**config.mk**
```make
export PLATFORM = sky130hd
export DESIGN_NAME = wb_uart_master
export DESIGN_NICKNAME = d
export VERILOG_FILES = /design/src/rtl/wb_uart_master.sv
export SDC_FILE = /design/constraint.sdc
export NUM_CORES = 1
export LEC_CHECK = 0
export ABC_AREA = 0
export CAP_MARGIN = 20
export CORE_MARGIN = 8
export CORE_UTILIZATION = 47
export CTS_CLUSTER_SIZE = 12
export DETAILED_ROUTE_END_ITERATION = 7
export GPL_TIMING_DRIVEN = 0
export PLACE_DENSITY_LB_ADDON = 0.1
export SYNTH_ARGS = -nofsm -noshare
export SYNTH_HDL_FRONTEND = slang
export SYNTH_SLANG_ARGS = --single-unit
```
**constraint.sdc**
```tcl
create_clock -name clk -period 5.65 [get_ports clk]
set_input_delay 0.565 -clock clk [delete_from_list [all_inputs] [get_ports clk]]
set_output_delay 0.565 -clock clk [all_outputs]
set_load 0.005 [all_outputs]
```
**src/rtl/wb_uart_master.sv**
```systemverilog
// -----------------------------------------------------------------------------
// wb_uart_master
//
// Wishbone B3 classic single-cycle bus master for the UART register bus.
// Each command taken on the valid/ready command port runs one Wishbone cycle.
// The result comes back as exactly one response on the valid/ready response
// port. That response is either the completion or a timeout error. The UART
// interrupt line is also registered and passed through.
//
// Ports:
//   clk, wb_rst_i          clock, asynchronous active-high reset
//   cmd_valid/cmd_ready    command handshake (cmd_ready decoded from state)
//   cmd_we/adr/dat         command: type, register index, write data
//   rsp_valid/rsp_ready    response handshake
//   rsp_we/dat/err         response: echoed type, read data, timeout flag
//   wb_*_o / wb_*_i        Wishbone master signals toward the UART slave
//   int_i / irq_o          UART interrupt in, registered copy out
// -----------------------------------------------------------------------------
module wb_uart_master #(
    parameter int               ADDR_W    = 3,
    parameter int               DATA_W    = 8,
    parameter int               SEL_W     = 4,
    parameter logic [SEL_W-1:0] SEL_VALUE = SEL_W'(4'b0001),
    parameter int               TIMEOUT   = 16
) (
    input  logic              clk,
    input  logic              wb_rst_i,
    input  logic              cmd_valid,
    output logic              cmd_ready,
    input  logic              cmd_we,
    input  logic [ADDR_W-1:0] cmd_adr,
    input  logic [DATA_W-1:0] cmd_dat,
    output logic              rsp_valid,
    input  logic              rsp_ready,
    output logic              rsp_we,
    output logic [DATA_W-1:0] rsp_dat,
    output logic              rsp_err,
    output logic [ADDR_W-1:0] wb_adr_o,
    output logic [DATA_W-1:0] wb_dat_o,
    input  logic [DATA_W-1:0] wb_dat_i,
    output logic              wb_we_o,
    output logic              wb_stb_o,
    output logic              wb_cyc_o,
    output logic [SEL_W-1:0]  wb_sel_o,
    input  logic              wb_ack_i,
    input  logic              int_i,
    output logic              irq_o
);

    // A timeout of 0 still needs a 1-bit counter so the declarations stay legal.
    localparam int CNT_W = (TIMEOUT > 0) ? $clog2(TIMEOUT + 1) : 1;
    localparam logic [CNT_W-1:0] CNT_LAST = (TIMEOUT > 0) ? CNT_W'(TIMEOUT - 1) : '0;
    localparam logic [CNT_W-1:0] CNT_MAX  = '1;

    typedef enum logic [1:0] {
        IDLE = 2'd0,
        BUS  = 2'd1,
        RESP = 2'd2
    } state_t;

    state_t           state_r;
    logic [CNT_W-1:0] cnt_r;
    logic             timeout_hit_s;

    // Only idle can take a command; this is the one unregistered output.
    assign cmd_ready = (state_r == IDLE);

    // A disabled timeout never fires; otherwise fire on the last allowed wait cycle.
    assign timeout_hit_s = (TIMEOUT != 32'sd0) && (cnt_r == CNT_LAST);

    // Command/bus/response FSM with all bus and response outputs registered.
    always_ff @(posedge clk or posedge wb_rst_i) begin
        if (wb_rst_i) begin
            state_r   <= IDLE;
            cnt_r     <= '0;
            rsp_valid <= 1'b0;
            rsp_we    <= 1'b0;
            rsp_dat   <= '0;
            rsp_err   <= 1'b0;
            wb_adr_o  <= '0;
            wb_dat_o  <= '0;
            wb_we_o   <= 1'b0;
            wb_stb_o  <= 1'b0;
            wb_cyc_o  <= 1'b0;
            wb_sel_o  <= '0;
        end else begin
            case (state_r)
                IDLE: begin
                    if (cmd_valid) begin
                        wb_we_o  <= cmd_we;
                        wb_adr_o <= cmd_adr;
                        // Reads never put stale write data on the bus.
                        wb_dat_o <= cmd_we ? cmd_dat : '0;
                        wb_cyc_o <= 1'b1;
                        wb_stb_o <= 1'b1;
                        wb_sel_o <= SEL_VALUE;
                        cnt_r    <= '0;
                        state_r  <= BUS;
                    end else begin
                        state_r  <= IDLE;
                    end
                end
                BUS: begin
                    // The counter saturates so it can never wrap into a false match.
                    if (cnt_r != CNT_MAX) begin
                        cnt_r <= cnt_r + {{(CNT_W-1){1'b0}}, 1'b1};
                    end else begin
                        cnt_r <= cnt_r;
                    end
                    // Ack wins over a timeout that lands on the same edge.
                    if (wb_ack_i) begin
                        wb_cyc_o  <= 1'b0;
                        wb_stb_o  <= 1'b0;
                        wb_sel_o  <= '0;
                        wb_we_o   <= 1'b0;
                        wb_adr_o  <= '0;
                        wb_dat_o  <= '0;
                        rsp_valid <= 1'b1;
                        rsp_we    <= wb_we_o;
                        rsp_err   <= 1'b0;
                        rsp_dat   <= wb_we_o ? '0 : wb_dat_i;
                        state_r   <= RESP;
                    end else if (timeout_hit_s) begin
                        wb_cyc_o  <= 1'b0;
                        wb_stb_o  <= 1'b0;
                        wb_sel_o  <= '0;
                        wb_we_o   <= 1'b0;
                        wb_adr_o  <= '0;
                        wb_dat_o  <= '0;
                        rsp_valid <= 1'b1;
                        rsp_we    <= wb_we_o;
                        rsp_err   <= 1'b1;
                        rsp_dat   <= '0;
                        state_r   <= RESP;
                    end else begin
                        state_r   <= BUS;
                    end
                end
                RESP: begin
                    if (rsp_ready) begin
                        rsp_valid <= 1'b0;
                        rsp_err   <= 1'b0;
                        rsp_dat   <= '0;
                        state_r   <= IDLE;
                    end else begin
                        state_r   <= RESP;
                    end
                end
                default: begin
                    state_r   <= IDLE;
                    rsp_valid <= 1'b0;
                    wb_cyc_o  <= 1'b0;
                    wb_stb_o  <= 1'b0;
                end
            endcase
        end
    end

    // Interrupt is a plain one-cycle register, independent of the FSM.
    always_ff @(posedge clk or posedge wb_rst_i) begin
        if (wb_rst_i) begin
            irq_o <= 1'b0;
        end else begin
            irq_o <= int_i;
        end
    end

endmodule

```
; ---- Word-level counts from Yosys, hierarchy flattened
; Index checks and enable logic that the tools add are counted.
[op_classes]
mux = 39
n_addsub = 1
eq_ne = 8
bitwise = 2
reduce_logical = 10
[ops]
columns = op, count
row1 = 8-bit two-way mux, 7
row2 = 8-bit case mux with 2 select lines, 2
row3 = 3-bit AND reduction, 5
row4 = 4-bit two-way mux, 3
row5 = 1-bit two-way mux, 11
row6 = 5-bit two-way mux, 2
row7 = 5-bit case mux with 2 select lines, 1
row8 = 3-bit two-way mux, 3
row9 = 4-bit case mux with 2 select lines, 1
row10 = 2-bit two-way mux, 3
row11 = 2-bit inequality test (second input constant), 3
row12 = 1-bit case mux with 3 select lines, 2
row13 = 2-bit case mux with 3 select lines, 1
row14 = 3-bit case mux with 2 select lines, 1
row15 = 2-bit nonzero test, 3
row16 = 5-bit by 1-bit adder with 5-bit output (second input constant), 1
row17 = 5-bit by 4-bit equality test with 1-bit output (second input constant), 1
row18 = 5-bit inequality test (second input constant), 1
row19 = 1-bit case mux with 2 select lines, 2
row20 = 3-bit inequality test (second input constant), 1
row21 = 2-bit by 1-bit equality test with 1-bit output (second input constant), 1
row22 = 2-bit equality test (second input constant), 1
row23 = 2-bit zero test, 1
row24 = 1-bit inverter, 2
row25 = 2-bit AND reduction, 1
[totals]
elab_cells = 72
inputBits = 26
regBits = 36
output_inout_bits = 31

; ---- Longest topological paths before layout
[depth]
word_depth = 4
mapped_depth = 7
mapped_depth_nobuf = 6

; ---- Worst setup path after synthesis
; OpenSTA, ideal clock, no wires.
[synth_timing]
kind = reg-to-reg
startpoint = reg cnt_r[0]
endpoint = reg wb_dat_o[0]
path_stages_with_launch = 7
t_arrival_ps = 1834
path_buffers = 0
path_slack_ps = 3691
setup_time_ps = 125
period_less_slack_ps = 1959
t_required_ps = 5525
cell_sequence = dfrtp_1 ha_1 and3_1 ha_1 nor2_1 a21o_1 mux2_2
[synth_via]
elab_chain_cells = 3
[synth_lines]
columns = item, line_no
row1 = "start, declared", 62  ; logic [CNT_W-1:0] cnt_r;
row2 = "start signal, assigned", 106  ; cnt_r <= cnt_r + {{(CNT_W-1){1'b0}}, 1'b1};
row3 = "start signal, assigned", 108  ; cnt_r <= cnt_r;
row4 = 5-bit by 4-bit equality test with 1-bit output, 69  ; assign timeout_hit_s = (TIMEOUT != 32'sd0) && (cnt_r == CNT_LAST);
row5 = 3-bit inequality test (no line), n/a
row6 = 3-bit AND reduction (no line), n/a
row7 = "end signal, assigned", 93  ; wb_dat_o <= cmd_we ? cmd_dat : '0;
row8 = "end, declared", 39  ; output logic [DATA_W-1:0] wb_dat_o,
; Every way passes these cells.
; A chain may end at the register's enable or synchronous reset.

; ---- Worst setup path after layout
[layout_timing]
startpoint = reg state_r[0]
endpoint = out cmd_ready
[layout_via]
elab_chain_cells = 1
[layout_lines]
columns = item, line_no
row1 = "start, declared", 61  ; state_t state_r;
row2 = "start signal, assigned", 74  ; state_r <= IDLE;
row3 = "start signal, assigned", 98  ; state_r <= BUS;
row4 = "start signal, assigned", 100  ; state_r <= IDLE;
row5 = 2-bit zero test, 66  ; assign cmd_ready = (state_r == IDLE);
row6 = "end, declared", 29  ; output logic cmd_ready,
; Every way passes these cells.

==> key figures <==
Worst setup path
  • Worst setup SP type: flop
  • R2R setup slack: 3.44 ns
  • Slowest cell on crit path: clkdlybuf4s50_1
  • Gate family responsible for the most delay along the worst path: buffers and inverters
  • Critical path type: reg2out
  • CP Cell Sequence: buf_6 -> clkbuf_1 -> nor2_1 -> clkdlybuf4s50_1
  • Req. time, crit path: about 5 ns
  • CP max stage delay: 0.46 ns
  • Crit. End Element: primary output
  • Buf/Inv on CP: 3
  • Worst EP arrival: approximately 1.8 ns
  • CP Max Fanout: 10

Detailed routing
  • Drt pass-1 iters: 5
  • Post-route ant nets: 0
  • Routed via count: 1217
  • Vias per cell: 5.135
  • DRC viols: 0
  • Initial DRC Count: 38
  • Detailed Route WL: 3.810 mm
  • Routed length per instance: 16.08 um

Final layout
  • Post-route design area: 0.002237 mm^2
  • Final Util: 69.22%
  • Layout Cells excl Fill: 237
  • Layout filler cell count: 263
  • Nets: ~220
  • N_diodes: 0
  • Layout cells sized above 1: 17.28%
  • Area Growth Syn to Fin: 44.89%

Pwr
  • Int Pwr: 0.6267 mW
  • P per Cell Area: 402.7 mW/mm^2
  • Sw Pwr: approximately 0.27 mW
  • Register share of total power: 40.2%
  • Static Leakage: 1.043 nW
  • Clk network pwr share: 17.1%
  • Net Sw Frac: a little under a third
  • Logic pwr share: 42.7%
  • Max VDD drop: 0.1987 mV
  • Tot Pwr: ~0.90 mW

GRT
  • Largest net degree at the start of global routing: 25
  • Grt ovf: 0
  • Vias in the first global route: ~1.3k
  • Initial antenna violation count: 0
  • Tot GR Track Use: 14.99%
  • Global-route wire length before repair: 6.168 mm

Place
  • Total placed cells including tap cells: 229
  • Pre-CTS setup slack: 3.420 ns
  • Post-DP HPWL: 2.928 mm
  • Placement Cell Area: ~0.0022 mm^2
  • Routability cong.: ~0.73
  • Port Buffers: 53

Clocking
  • H-tree level count: 2
  • Hold-fix buffers, CTS: 0
  • CTS tree: done
  • TritonCTS Buffers: 5
  • Clock Root Buffer: clkbuf_4
  • Reg clk slew, reported paths: ~0.10 ns
  • Clock sinks: 33
  • Post-CTS Resized: 0
  • Postcts setup bufs: 0
  • Worst-Skew Late Latency: between 0.3 and 0.4 ns
  • CTS Buffer Depth: 2

Floorplanning
  • Die Y: 73.32 um
  • Die ar.: approximately 0.0054 mm^2
  • Core box area: 0.003232 mm^2
  • Cell Rows: 21
  • Initial Util: ~48%
  • Die Width: 73.32 um
  • I/O Pins: 57

Synth
  • Seq/Total Area, Yosys: 53.48%
  • Yosys reg bits: 33
  • Synth Area per Inst: around 12 um^2
  • Post-Synthesis Cells: 127
  • Synth warn: 0
  • Synthesized area: ~0.0015 mm^2
  • Post-synthesis cell type count: 30

STA
  • Final Max Tran Viols: 0
  • Count of final setup violators: 0
  • Fin Hold WS: 0.5114 ns
  • Setup TNS: 0 ns
  • Final Hold Viols: 0
  • Maximum clock rate: 0.4287 GHz
  • Setup Skew: 0.006344 ns
  • Fin crit share: about two fifths
  • Clock period minus worst slack: 2.333 ns
  • RSZ-0062 raised after global routing: no
  • Fin worst setup slack: between 3 and 4 ns

Run
  • Maxcap violations: 0

Worst hold path
  • Worst hold path type: reg2reg

Outcome
  • Outcome: completed
[cells in the mapped netlist, drive strengths merged]
cell    instances  area, um^2
conb            1       3.750
buf             8       63.81
o31ai           2       15.01
nor2            7       26.28
nand2b          2       20.02
o21a            1       7.510
o21bai          1       7.510
and2            1       6.260
and3           11       68.82
o22ai           2       26.28
nor2b           2       12.51
mux2           13       146.4
nand3           1       5.000
nor3b           1       18.77
o311ai          1       8.760
a311oi          1       8.760
ha              3       37.54
inv             4       15.01
nand2           5       18.77
clkbuf          2       7.510
o21ai           3       15.01
nand4b          1       8.760
dfrtp          33       825.8
a21o            3       22.52
a22o           14       122.6
mux2i           1       10.01
a21oi           3       15.01
[power by group through the flow]
stage	registers, mW	logic, mW	clock network, mW
after floorplan	0.365	0.180	0
after global placement	0.361	0.375	0
after detailed placement	0.367	0.389	0
after CTS	0.363	0.392	0.159
after global routing	0.372	0.417	0.168
final	0.362	0.385	0.154
[registers in the layout (all words and copies together) (netlist names)]
name       cells
rsp_we         1
rsp_valid      1
state_r        2
cnt_r          5
wb_cyc_o       1
wb_adr_o       3
irq_o          1
wb_we_o        1
rsp_err        1
wb_sel_o       1
rsp_dat        8
wb_dat_o       8
[final timing paths]
| path | to | startpoint | cells past startpoint |
|---|---|---|---|
| worst max-delay path | cmd_ready | state_r[0] | 4 |
| worst min-delay path | rsp_valid | rsp_valid | 2 |
| worst max register to register | wb_dat_o[1] | cnt_r[0] | 6 |
| worst min register to register | rsp_valid | rsp_valid | 2 |
| max in group asynchronous | wb_dat_o[1] | wb_rst_i | 3 |
| min in group asynchronous | wb_dat_o[2] | wb_rst_i | 2 |
[layer usage]
| layer | wire length (um) | track usage [%] |
|---|---|---|
| met1 | 1594 | 16.50 |
| met2 | 1798 | 24.43 |
| met3 | 347 | 6.958 |
| met4 | 69 | 5.987 |
| met5 | 0 | 0 |
[worst min-delay path, stage by stage, from the launching register on]
cell,delay [ns]
dfrtp_1,0.38
nand2_1,0.05
nand2_1,0.05
[logic make-up (layout without fill, tap and decap cells)]
group	count (synthesis)	count (layout)	synth area share, %
and+or+nand+nor	31	31	11.99
AOI/OAI and AO/OA	31	31	16.13
other	1	3	0.2429
DFF	33	33	53.48
adders and majority gates	3	3	2.431
muxes	14	14	10.13
buffers and inverters	14	76	5.591
[cells in the final DEF (no fill, tap or decap), drive strengths merged]
master / instances
o22ai: 2
nand3: 1
buf: 9
clkbuf: 9
nor2: 7
o21ai: 3
clkinv: 1
clkdlybuf4s50: 53
inv: 4
nand2: 5
and2: 1
mux2i: 1
a21o: 3
dfrtp: 33
nand4b: 1
mux2: 13
a22o: 14
o311ai: 1
o31ai: 2
ha: 3
and3: 11
a21oi: 3
conb: 3
o21a: 1
nor3b: 1
a311oi: 1
nand2b: 2
nor2b: 2
o21bai: 1
[layout make-up]
type / count / area (um^2) / area share, %
flip-flops and latches: 33 / 825.8 / 36.91
multi-input cells: 82 / 639.4 / 28.58
repair buffers: 54 / 558.0 / 24.94
plain buffers: 10 / 71.32 / 3.188
clock buffers: 7 / 65.06 / 2.908
well taps: 46 / 57.56 / 2.573
inverters: 4 / 15.01 / 0.6711
clock inverters: 1 / 5.005 / 0.2237
(Power assumes the default switching activity.)
